$ cat src/rtl/velocity_ramp_scheduler_pkg.sv
// Shared types and default sizing for the velocity ramp scheduler.
// Q(N_WIDTH-Q_WIDTH).Q_WIDTH signed velocity words; one ramp tick every TICK_DIV clocks.
package velocity_ramp_scheduler_pkg;

  typedef enum logic [1:0] {
    IDLE = 2'd0,
    RAMP = 2'd1,
    HOLD = 2'd2,
    STOP = 2'd3
  } rampState_t;

  localparam int DEFAULT_N_WIDTH       = 17;
  localparam int DEFAULT_Q_WIDTH       = 8;
  localparam int DEFAULT_TICK_DIV      = 50000;
  localparam int DEFAULT_STEP          = 64;
  localparam int DEFAULT_TIMEOUT_TICKS = 500;

endpackage

$ cat src/rtl/velocity_slew_step.sv
// One axis of the slew limiter: moves current toward goal by at most step, purely combinational.
// The difference is formed one bit wider so any pair of N_WIDTH operands is handled without overflow.
module velocity_slew_step
  import velocity_ramp_scheduler_pkg::*;
#(
  parameter int N_WIDTH = DEFAULT_N_WIDTH
) (
  input  logic signed [N_WIDTH-1:0] current,
  input  logic signed [N_WIDTH-1:0] goal,
  input  logic signed [N_WIDTH-1:0] step,
  output logic signed [N_WIDTH-1:0] nextVal
);

  logic signed [N_WIDTH:0] diff;
  logic signed [N_WIDTH:0] absDiff;

  always_comb begin
    diff    = {goal[N_WIDTH-1], goal} - {current[N_WIDTH-1], current};
    absDiff = diff[N_WIDTH] ? -diff : diff;
    // A full step only happens when the goal lies beyond it, so current +/- step cannot wrap.
    if (absDiff <= {step[N_WIDTH-1], step}) begin
      nextVal = goal;
    end else if (diff[N_WIDTH]) begin
      nextVal = current - step;
    end else begin
      nextVal = current + step;
    end
  end

endmodule

$ cat src/rtl/velocity_ramp_scheduler.sv
// Slew-limited velocity target scheduler with stop priority; targets move at most STEP per tick.
// Optional HOLD watchdog enabled by defining VELOCITY_RAMP_WATCHDOG_EN.
module velocity_ramp_scheduler
  import velocity_ramp_scheduler_pkg::*;
#(
  parameter int N_WIDTH       = DEFAULT_N_WIDTH,
  parameter int Q_WIDTH       = DEFAULT_Q_WIDTH,
  parameter int TICK_DIV      = DEFAULT_TICK_DIV,
  parameter int STEP          = DEFAULT_STEP,
  parameter int TIMEOUT_TICKS = DEFAULT_TIMEOUT_TICKS
) (
  input  logic                      VELOCITY_RAMP_SCHEDULER_CLOCK_50,
  input  logic                      VELOCITY_RAMP_SCHEDULER_RESET_InLow,
  input  logic signed [N_WIDTH-1:0] VELOCITY_RAMP_SCHEDULER_CMDVX_InBus,
  input  logic signed [N_WIDTH-1:0] VELOCITY_RAMP_SCHEDULER_CMDVY_InBus,
  input  logic signed [N_WIDTH-1:0] VELOCITY_RAMP_SCHEDULER_CMDWZ_InBus,
  input  logic                      VELOCITY_RAMP_SCHEDULER_CMDVALID_In,
  output logic                      VELOCITY_RAMP_SCHEDULER_CMDREADY_Out,
  input  logic                      VELOCITY_RAMP_SCHEDULER_STOP_In,
  output logic signed [N_WIDTH-1:0] VELOCITY_RAMP_SCHEDULER_TARGETVX_OutBus,
  output logic signed [N_WIDTH-1:0] VELOCITY_RAMP_SCHEDULER_TARGETVY_OutBus,
  output logic signed [N_WIDTH-1:0] VELOCITY_RAMP_SCHEDULER_TARGETWZ_OutBus,
  output logic                      VELOCITY_RAMP_SCHEDULER_BUSY_Out,
  output logic                      VELOCITY_RAMP_SCHEDULER_TIMEOUT_Out
);

  localparam int PRE_W = $clog2(TICK_DIV + 1);
  localparam logic [PRE_W-1:0] PRE_LAST = PRE_W'(TICK_DIV - 1);
  localparam logic signed [N_WIDTH-1:0] STEP_Q = N_WIDTH'(STEP);

  if (Q_WIDTH >= N_WIDTH || STEP < 1 || TICK_DIV < 1 || TIMEOUT_TICKS < 1) begin : gBadParams
    $error("velocity_ramp_scheduler: inconsistent parameters");
  end

  wire clk  = VELOCITY_RAMP_SCHEDULER_CLOCK_50;
  wire rstN = VELOCITY_RAMP_SCHEDULER_RESET_InLow;
  wire stop = VELOCITY_RAMP_SCHEDULER_STOP_In;
  wire cmdValid = VELOCITY_RAMP_SCHEDULER_CMDVALID_In;

  rampState_t state, stateNext;
  logic [PRE_W-1:0] prescaler;
  logic tick, cmdReady, busy, loadGoals, zeroGoals, atGoal, targetsZero, updateTargets;
  logic signed [N_WIDTH-1:0] goalVx, goalVy, goalWz;
  logic signed [N_WIDTH-1:0] targetVx, targetVy, targetWz;
  logic signed [N_WIDTH-1:0] nextVx, nextVy, nextWz;

  assign tick = (prescaler == PRE_LAST);

  always_ff @(posedge clk or negedge rstN) begin
    if (!rstN) prescaler <= '0;
    else       prescaler <= tick ? '0 : prescaler + 1'b1;
  end

  velocity_slew_step #(.N_WIDTH(N_WIDTH)) slewVx (.current(targetVx), .goal(goalVx), .step(STEP_Q), .nextVal(nextVx));
  velocity_slew_step #(.N_WIDTH(N_WIDTH)) slewVy (.current(targetVy), .goal(goalVy), .step(STEP_Q), .nextVal(nextVy));
  velocity_slew_step #(.N_WIDTH(N_WIDTH)) slewWz (.current(targetWz), .goal(goalWz), .step(STEP_Q), .nextVal(nextWz));

  // Judged on the post-update values so arrival is recognised on the tick that lands it.
  assign atGoal        = (nextVx == goalVx) && (nextVy == goalVy) && (nextWz == goalWz);
  assign targetsZero   = (targetVx == '0) && (targetVy == '0) && (targetWz == '0);
  assign updateTargets = tick && (state == RAMP || state == STOP);

`ifdef VELOCITY_RAMP_WATCHDOG_EN
  localparam int WD_W = $clog2(TIMEOUT_TICKS + 1);
  logic [WD_W-1:0] wdCnt;
  logic timeoutFlag, wdHit, wdTrip, wdBump;
  assign wdHit = tick && (wdCnt == WD_W'(TIMEOUT_TICKS - 1));
`endif

  always_ff @(posedge clk or negedge rstN) begin
    if (!rstN) state <= IDLE;
    else       state <= stateNext;
  end

  always_comb begin
    stateNext = state;
    cmdReady  = 1'b0;
    busy      = 1'b0;
    loadGoals = 1'b0;
    zeroGoals = 1'b0;
`ifdef VELOCITY_RAMP_WATCHDOG_EN
    wdTrip = 1'b0;
    wdBump = 1'b0;
`endif
    case (state)
      IDLE: begin
        cmdReady = 1'b1;
        if (cmdValid) begin
          stateNext = RAMP;
          loadGoals = 1'b1;
        end
      end
      RAMP: begin
        busy = 1'b1;
        if (tick && atGoal) stateNext = HOLD;
      end
      HOLD: begin
        cmdReady = 1'b1;
        if (cmdValid) begin
          stateNext = RAMP;
          loadGoals = 1'b1;
        end else if (targetsZero) begin
          stateNext = IDLE;
        end
`ifdef VELOCITY_RAMP_WATCHDOG_EN
        else if (wdHit) begin
          stateNext = RAMP;
          zeroGoals = 1'b1;
          wdTrip    = 1'b1;
        end else if (tick) begin
          wdBump = 1'b1;
        end
`endif
      end
      STOP: begin
        busy = 1'b1;
        if (tick && atGoal && !stop) stateNext = IDLE;
      end
      default: stateNext = IDLE;
    endcase
    // Stop overrides everything, including a command handshake in the same cycle.
    if (stop) begin
      stateNext = STOP;
      loadGoals = 1'b0;
      zeroGoals = 1'b1;
`ifdef VELOCITY_RAMP_WATCHDOG_EN
      wdTrip = 1'b0;
      wdBump = 1'b0;
`endif
    end
  end

  always_ff @(posedge clk or negedge rstN) begin
    if (!rstN) begin
      goalVx <= '0; goalVy <= '0; goalWz <= '0;
      targetVx <= '0; targetVy <= '0; targetWz <= '0;
    end else begin
      if (zeroGoals) begin
        goalVx <= '0; goalVy <= '0; goalWz <= '0;
      end else if (loadGoals) begin
        goalVx <= VELOCITY_RAMP_SCHEDULER_CMDVX_InBus;
        goalVy <= VELOCITY_RAMP_SCHEDULER_CMDVY_InBus;
        goalWz <= VELOCITY_RAMP_SCHEDULER_CMDWZ_InBus;
      end
      if (updateTargets) begin
        targetVx <= nextVx; targetVy <= nextVy; targetWz <= nextWz;
      end
    end
  end

`ifdef VELOCITY_RAMP_WATCHDOG_EN
  always_ff @(posedge clk or negedge rstN) begin
    if (!rstN) begin
      wdCnt       <= '0;
      timeoutFlag <= 1'b0;
    end else if (loadGoals) begin
      wdCnt       <= '0;
      timeoutFlag <= 1'b0;
    end else if (wdTrip) begin
      wdCnt       <= '0;
      timeoutFlag <= 1'b1;
    end else if (wdBump) begin
      wdCnt <= wdCnt + 1'b1;
    end
  end
  assign VELOCITY_RAMP_SCHEDULER_TIMEOUT_Out = timeoutFlag;
`else
  assign VELOCITY_RAMP_SCHEDULER_TIMEOUT_Out = 1'b0;
`endif

  assign VELOCITY_RAMP_SCHEDULER_CMDREADY_Out    = cmdReady;
  assign VELOCITY_RAMP_SCHEDULER_BUSY_Out        = busy;
  assign VELOCITY_RAMP_SCHEDULER_TARGETVX_OutBus = targetVx;
  assign VELOCITY_RAMP_SCHEDULER_TARGETVY_OutBus = targetVy;
  assign VELOCITY_RAMP_SCHEDULER_TARGETWZ_OutBus = targetWz;

endmodule
$ cat config.mk
export PLATFORM = sky130hd
export DESIGN_NAME = velocity_ramp_scheduler
export DESIGN_NICKNAME = d
export VERILOG_FILES = /design/src/rtl/velocity_ramp_scheduler_pkg.sv /design/src/rtl/velocity_slew_step.sv /design/src/rtl/velocity_ramp_scheduler.sv
export SDC_FILE = /design/constraint.sdc
export NUM_CORES = 1
export LEC_CHECK = 0
export ABC_AREA = 0
export ABC_CLOCK_PERIOD_IN_PS = 9100
export CAP_MARGIN = 20
export CORE_MARGIN = 5
export CORE_UTILIZATION = 56
export DETAILED_ROUTE_END_ITERATION = 12
export PLACE_DENSITY = 0.78
export SYNTH_ARGS = -nofsm -noshare
export SYNTH_HDL_FRONTEND = slang
export SYNTH_SLANG_ARGS = --single-unit
$ cat constraint.sdc
create_clock -name VELOCITY_RAMP_SCHEDULER_CLOCK_50 -period 9.1 [get_ports VELOCITY_RAMP_SCHEDULER_CLOCK_50]
set_input_delay 1.365 -clock VELOCITY_RAMP_SCHEDULER_CLOCK_50 [delete_from_list [all_inputs] [get_ports VELOCITY_RAMP_SCHEDULER_CLOCK_50]]
set_output_delay 1.365 -clock VELOCITY_RAMP_SCHEDULER_CLOCK_50 [all_outputs]
set_load 0.01 [all_outputs]
==> results of run 1 <==
cells by family after synthesis:
kind of cell / count (synthesis) / synth area share (%)
AND/OR/NAND/NOR: 515 / 23.26
AO/OA/AOI/OAI: 403 / 22.74
buffers and inverters: 145 / 4.967
XOR/XNOR: 126 / 9.565
flip-flops: 119 / 25.81
adder cells (fa/ha/maj): 88 / 9.934
multiplexers: 40 / 3.687
other: 1 / 0.03250
final cells by class:
| cell class | count | area share, % |
|---|---|---|
| repair buffers | 113 | 8.483 |
| inverters | 80 | 2.257 |
| flip-flops and latches | 119 | 22.38 |
| well taps | 270 | 2.539 |
| clock inverters | 13 | 0.9028 |
| clock buffers | 18 | 3.301 |
| multi-input cells | 1173 | 60.13 |
path summary, 6_finish.rpt:
| path | to | cells past startpoint |
|---|---|---|
| max in group asynchronous | VELOCITY_RAMP_SCHEDULER_TARGETVX_OutBus[9]$_DFFE_PN0P_ | 3 |
| hold reg to reg | prescaler[0]$_DFF_PN0_ | 1 |
| min in group asynchronous | goalWz[2]$_DFFE_PN0P_ | 1 |
| setup reg to reg | state[0]$_DFFE_PN0P_ | 18 |
| setup / recovery | state[0]$_DFFE_PN0P_ | 18 |
| hold / removal | prescaler[0]$_DFF_PN0_ | 1 |
synth_stat cells (all sizes together) (7+ instances only):
library cell,n
clkbuf,49
a21boi,7
ha,82
buf,16
a211oi,7
inv,79
o21ai,154
nor3,34
or2,14
nand2,168
and4,8
mux2i,32
a21oi,77
nor4,14
xnor2,67
a31oi,8
o21a,10
nand2b,67
a21o,31
nand4,24
xor2,59
o2111ai,7
o31ai,7
and2,14
nor2b,22
or3,9
mux2,8
dfrtp,119
nand3,31
and3,14
o211ai,15
nor2,66
flip-flops by register name, indices dropped and copies added (netlist names):
name	count
state	1
VELOCITY_RAMP_SCHEDULER_TARGETWZ_OutBus	17
VELOCITY_RAMP_SCHEDULER_TARGETVX_OutBus	17
goalVy	17
goalWz	17
VELOCITY_RAMP_SCHEDULER_TARGETVY_OutBus	17
prescaler	16
goalVx	17
power by group:
part	total, µW	internal (µW)	switching (µW)
sequential	574	547	26.9
clock	643	383	260
combinational	712	298	414
total	1930	1230	702
placed cells by master (no fill, tap or decap), types with 9 or more instances in the layout:
| cell type | instances |
|---|---|
| a21o_1 | 31 |
| a21oi_1 | 76 |
| and2_1 | 14 |
| and3_1 | 14 |
| clkbuf_16 | 17 |
| clkdlybuf4s50_1 | 105 |
| dfrtp_1 | 119 |
| ha_1 | 82 |
| inv_1 | 79 |
| mux2i_1 | 32 |
| nand2_1 | 167 |
| nand2b_1 | 67 |
| nand3_1 | 30 |
| nand4_1 | 24 |
| nor2_1 | 66 |
| nor2b_1 | 22 |
| nor3_1 | 34 |
| nor4_1 | 14 |
| o211ai_1 | 14 |
| o21a_1 | 10 |
| o21ai_0 | 152 |
| or2_2 | 10 |
| or3_1 | 9 |
| xnor2_1 | 67 |
| xor2_1 | 59 |
stage by stage:
| step | total power (µW) | hold slack [ps] | worst slack, ps | utilization, % |
|---|---|---|---|---|
| final | 1929 | 509.0 | 3266 | 65.75 |
| after global placement | 1264 | 495.6 | 3627 | 62.85 |
| after CTS | 1928 | 512.9 | 3294 | 65.61 |
| after global routing | 2043 | 539.8 | 2839 | 65.75 |
| after floorplan | 1118 | 469.0 | 4329 | - |
| after detailed placement | 1278 | 504.9 | 3428 | 62.85 |
per-layer routing:
metal | track usage, % | share of wire [%]
met5 | 0 | 0
met4 | 5.929 | 1.3
met3 | 3.794 | 5.4
met2 | 43.85 | 49
met1 | 33.44 | 44
critical path, stage by stage, from the launching register on:
cell and delay, ps:
dfrtp_1 380, inv_1 70, ha_1 420, a21oi_1 510, a21boi_0 240, o21ai_0 210, and2_1 650, inv_1 320
fa_1 540, xnor2_1 140, nor4_1 320, o221ai_1 180, nor4_1 260, nand4_1 120, a2111oi_0 420, o211ai_1 180
o31ai_1 400, a31oi_1 120, or2_1 220
==> results_dict.tcl, run 1 <==
set metrics [dict create \
    power.density_nw_per_um2 145.0 \
    die_area_um2 23570 \
    numPortBuffers 107 \
    path_max_fanout 17 \
    seq_area_frac_synth_pct 25.81 \
    crit_start "VELOCITY_RAMP_SCHEDULER_TARGETWZ_OutBus[4]$_DFFE_PN0P_" \
    root_buffer "clkbuf_16" \
    grt_pass1_wl_um 50120 \
    synth.area.top_cells "dfrtp_1 (26%), ha_1 (8.9%), o21ai_0 (6.6%)" \
    postPlaceCellArea_um2 12720 \
    hold_start "prescaler[0]$_DFF_PN0_" \
    netlist_area_um2 11540 \
    synth_top_area_share_pct 25.81 \
    ys_seq_elements 119 \
    antenna_found_initial 0 \
    synth-edff-count 0 \
    dominantRegCellSynth "dfrtp_1" \
    io_pins 109 \
    stdcell_count 1786 \
    post-dp-hpwl_um 22540 \
    irDropWorstVdd_mv 0.1375 \
    start_util_pct 57.02 \
    h-tree-depth 4 \
    hold_class "flop to flop" \
    grt_overflow_total 0 \
    p_leak_uw 0.005726 \
    fp.coreArea_um2 20230 \
    avgSynthCellArea_um2 8.029 \
    synth_nets 1580 \
    ys_types 94 \
    required_ps 9400 \
    drt-total-wl_um 30150 \
    ys_warn_count 0 \
    postCtsSetupBuffers 0 \
    routed-via-count 10670 \
    grt_use_total_pct 25.28 \
    insertion_delay_ps 430 \
    vias_per_cell 5.972 \
    antennaDiodeCount 0 \
    routabilityCongestion 0.9169 \
    ant_nets 0 \
    drt-pass1-iter-count 6 \
    cts_sinks 119 \
    cts_tree "done" \
    stdcell_area_um2 13300 \
    syn_inst 1437 \
    timing.fmax_mhz 171.4 \
    reg2reg_setup_slack_ps 3270 \
    clk_pin_slew_ps 60 \
    die_h_um 153.5 \
    finalSetupViolations 0 \
    start_kind "flop" \
    slew_headroom_pct 31.93 \
    fin_tns_setup_ps 0 \
    status "finished clean" \
    cts_buffers 17 \
    worstSetupPathType "flop to flop" \
    drive_gt1_share_pct 5.475 \
    skew_ps 18.61 \
    grt_pass1_vias 10160 \
    fp.dieW_um 153.5 \
    area_growth_pct 15.31 \
    post_cts_resized 0 \
    multi_input_area_um2 8000 \
    grt_max_degree 103 \
    arrival_ps 6140 \
    slew_viol_final 0 \
    finalCritPeriodShare_pct 64.11 \
    min_period_ps 5834 \
    finalHoldViolCount 0 \
    tightest_slew_ps 1017 \
    dp.cells 1754 \
    rsz0062_at_grt "false" \
    timing.rr.start "VELOCITY_RAMP_SCHEDULER_TARGETWZ_OutBus[4]$_DFFE_PN0P_" \
    regArea_um2 2978 \
    synth.largest_area_cell "dfrtp_1" \
    clk_path_buf_depth 2 \
    fillers 1707 \
    drc 0 \
    end_kind "flop" \
    drv_cap 0 \
    hold_buffers 0 \
    drt_iter0_drc 729 \
    synth-async-reset-ratio_pct 100.0 \
    row_count 52 \
    wl_per_cell_um 16.88 \
    final_nets 1647 \
]
(Power assumes the default switching activity.)
==> inputs of run 2 (changes only) <==
--- a/config.mk
+++ b/config.mk
@@ -6,7 +6,7 @@
 export NUM_CORES = 1
 export LEC_CHECK = 0
 export ABC_AREA = 0
-export ABC_CLOCK_PERIOD_IN_PS = 9100
+export ABC_CLOCK_PERIOD_IN_PS = 5900
 export CAP_MARGIN = 20
 export CORE_MARGIN = 5
 export CORE_UTILIZATION = 56
==> constraint.sdc (replaced) <==
create_clock -name VELOCITY_RAMP_SCHEDULER_CLOCK_50 -period 5.9 [get_ports VELOCITY_RAMP_SCHEDULER_CLOCK_50]
set_input_delay 0.885 -clock VELOCITY_RAMP_SCHEDULER_CLOCK_50 [delete_from_list [all_inputs] [get_ports VELOCITY_RAMP_SCHEDULER_CLOCK_50]]
set_output_delay 0.885 -clock VELOCITY_RAMP_SCHEDULER_CLOCK_50 [all_outputs]
set_load 0.01 [all_outputs]
==> run 2 against run 1 <==
Compared with the run above: wire length rose by 0.95%; global-route usage is 0.36 points higher; setup slack got worse by 2700 ps; count of clock-buffer cells in the layout increased by 2; clock skew is 7.1 ps lower; design area grew 0.96%; critical path depth is 3 higher.
==> results_dict.tcl, run 2 (synthesis results as in run 1) <==
set metrics [dict create \
    status "finished clean" \
    power.density_nw_per_um2 231.8 \
    grt_pass1_vias 10400 \
    timing.fmax_mhz 186.2 \
    reg2reg_setup_slack_ps 530 \
    routabilityCongestion 0.9496 \
    critPathBufInv 2 \
    antenna_found_initial 1 \
    numPortBuffers 107 \
    crit_chain "inv_1 > ha_1 > a21o_1 > a21oi_1 > a21oi_1 > o21ai_0 > a31o_4 > clkinvlp_4 > fa_1 > nor2b_1 > o21ai_0 > a21oi_1 > o21ai_0 > nor2b_1 > xnor2_1 > xor2_1 > nor4_1 > nand4_1 > a22oi_1 > a31oi_1 > or2_1" \
    min_period_ps 5370 \
    insertion_delay_ps 420 \
    finalHoldViolCount 0 \
    stdcell_count 1791 \
    irDropWorstVdd_mv 0.2215 \
    end_kind "flop" \
    cts_sinks 119 \
    critical-path-top-delay-family "compound AO/OA/AOI/OAI gates" \
    clk_pin_slew_ps 60 \
    skew_ps 11.56 \
    drt-total-wl_um 30440 \
    fp.coreArea_um2 20230 \
    multi_input_area_um2 8009 \
    stdcell_area_um2 13430 \
    finalSetupViolations 0 \
    p_leak_uw 0.005794 \
    finalCritPeriodShare_pct 91.02 \
    hold_class "flop to flop" \
    cts_tree "done" \
    fp.dieW_um 153.5 \
    grt_overflow_total 0 \
    h-tree-depth 4 \
    drt-pass1-iter-count 5 \
    critPathSlowestCell "fa_1" \
    drt_iter0_drc 648 \
    start_kind "flop" \
    final_cell_mix "nand2_1 (167), o21ai_0 (152), dfrtp_1 (119)" \
    total_power_uw 3113 \
    arrival_ps 5660 \
    max_stage_delay_ps 460 \
    routed-via-count 10780 \
    ant_nets 0 \
    hold_slack_ps 508.2 \
    cts_buffers 17 \
    fillers 1651 \
    worstSetupPathType "flop to flop" \
    required_ps 6190 \
    drc 0 \
    fin_tns_setup_ps 0 \
    io_pins 109 \
    rsz0062_at_grt "false" \
    tightest_slew_ps 893.6 \
    grt_use_total_pct 25.64 \
    timing.rr.start "VELOCITY_RAMP_SCHEDULER_TARGETVX_OutBus[3]$_DFFE_PN0P_" \
    die_h_um 153.5 \
    vias_per_cell 6.017 \
    path_max_fanout 12 \
    min_path_cells 1 \
    post-dp-hpwl_um 22980 \
    regArea_um2 2978 \
    root_buffer "clkbuf_16" \
    drv_cap 0 \
    die_area_um2 23570 \
    worstHoldEndpoint "prescaler[0]$_DFF_PN0_" \
    postPlaceCellArea_um2 12750 \
    slew_viol_final 0 \
    start_util_pct 57.02 \
    clk_path_buf_depth 2 \
    grt_max_degree 71 \
    final_nets 1652 \
    wl_per_cell_um 17.00 \
    drive_gt1_share_pct 5.789 \
    grt_pass1_wl_um 51120 \
    r2r_end "state[0]$_DFFE_PN0P_" \
    dp.cells 1759 \
    hold_start "prescaler[0]$_DFF_PN0_" \
    area_growth_pct 16.42 \
    layout_commonest_cell "nand2_1" \
    row_count 52 \
    slew_headroom_pct 40.43 \
    reg2reg_depth 21 \
    hold_buffers 0 \
]
-- run 2: cell count changes in the layout (fill, tap and decap cells not counted) --
cell / change
diode_2: +1
inv_6: -2
clkinv_2: -2
a31o_2: -1
buf_4: +5
a31o_4: +1
bufinv_16: +3
clkbuf_8: +2
clkinv_1: -1
clkinvlp_4: -1
-- run 2: power by group --
group / switching [µW] / internal [µW] / leakage [µW] / total, µW
logic: 641 / 463 / 0.00389 / 1100
registers: 41.2 / 844 / 0.00160 / 885
clock network: 385 / 739 / 0.000309 / 1120
total: 1070 / 2050 / 0.00579 / 3110
-- run 2: how the worst max path moves through the flow --
stage,start,depth (start not counted),to
2_1_floorplan,VELOCITY_RAMP_SCHEDULER_TARGETVY_OutBus[10]$_DFFE_PN0P_,22,state[0]$_DFFE_PN0P_
3_3_place_gp,VELOCITY_RAMP_SCHEDULER_TARGETVX_OutBus[6]$_DFFE_PN0P_,20,state[0]$_DFFE_PN0P_
3_5_place_dp,VELOCITY_RAMP_SCHEDULER_TARGETVX_OutBus[6]$_DFFE_PN0P_,20,state[0]$_DFFE_PN0P_
4_1_cts,VELOCITY_RAMP_SCHEDULER_TARGETVX_OutBus[6]$_DFFE_PN0P_,20,state[0]$_DFFE_PN0P_
5_1_grt,VELOCITY_RAMP_SCHEDULER_TARGETVY_OutBus[4]$_DFFE_PN0P_,21,state[0]$_DFFE_PN0P_
6_report,VELOCITY_RAMP_SCHEDULER_TARGETVX_OutBus[3]$_DFFE_PN0P_,21,state[0]$_DFFE_PN0P_
-- run 2: metrics by stage --
stage | setup WS (ps) | utilization [%]
global placement | 658.5 | 63.03
CTS | 403.2 | 66.17
global route | 35.20 | 66.38
floorplan | 1129 | -
finish | 529.7 | 66.38
detailed placement | 528.6 | 63.03
-- run 2: worst register-to-register path, stage by stage (launching register included) --
cell and delay [ps]:
dfrtp_1 370, inv_1 80, ha_1 420, a21o_1 220
a21oi_1 310, a21oi_1 110, o21ai_0 280, a31o_4 320
clkinvlp_4 250, fa_1 460, nor2b_1 130, o21ai_0 110
a21oi_1 200, o21ai_0 140, nor2b_1 170, xnor2_1 260
xor2_1 150, nor4_1 360, nand4_1 250, a22oi_1 320
a31oi_1 120, or2_1 220
-- run 2: timing repair --
item                                    CTS  global route
endpoints found under the hold margin     0             0
endpoints found under the setup margin    0             1
gates resized for setup                   0             2
buffers inserted                          0             0
-- run 2: cell type report --
cell class                 count  share of cell area (%)
antenna                        1                 0.01863
clock buffer                  20                   3.475
clock inverter                10                   1.248
inverter                      80                   2.264
multi-input combinational   1173                   59.63
sequential                   119                   22.17
tap                          270                   2.515
timing repair buffer         118                   8.682
-- run 2: layer usage --
layer	vias up	GRT usage, %	part of all wire (%)
li1	5318	-	-
met1	5147	33.87	45
met2	268	43.47	49
met3	43	3.710	4.0
met4	0	8.326	2.3
met5	-	0	0
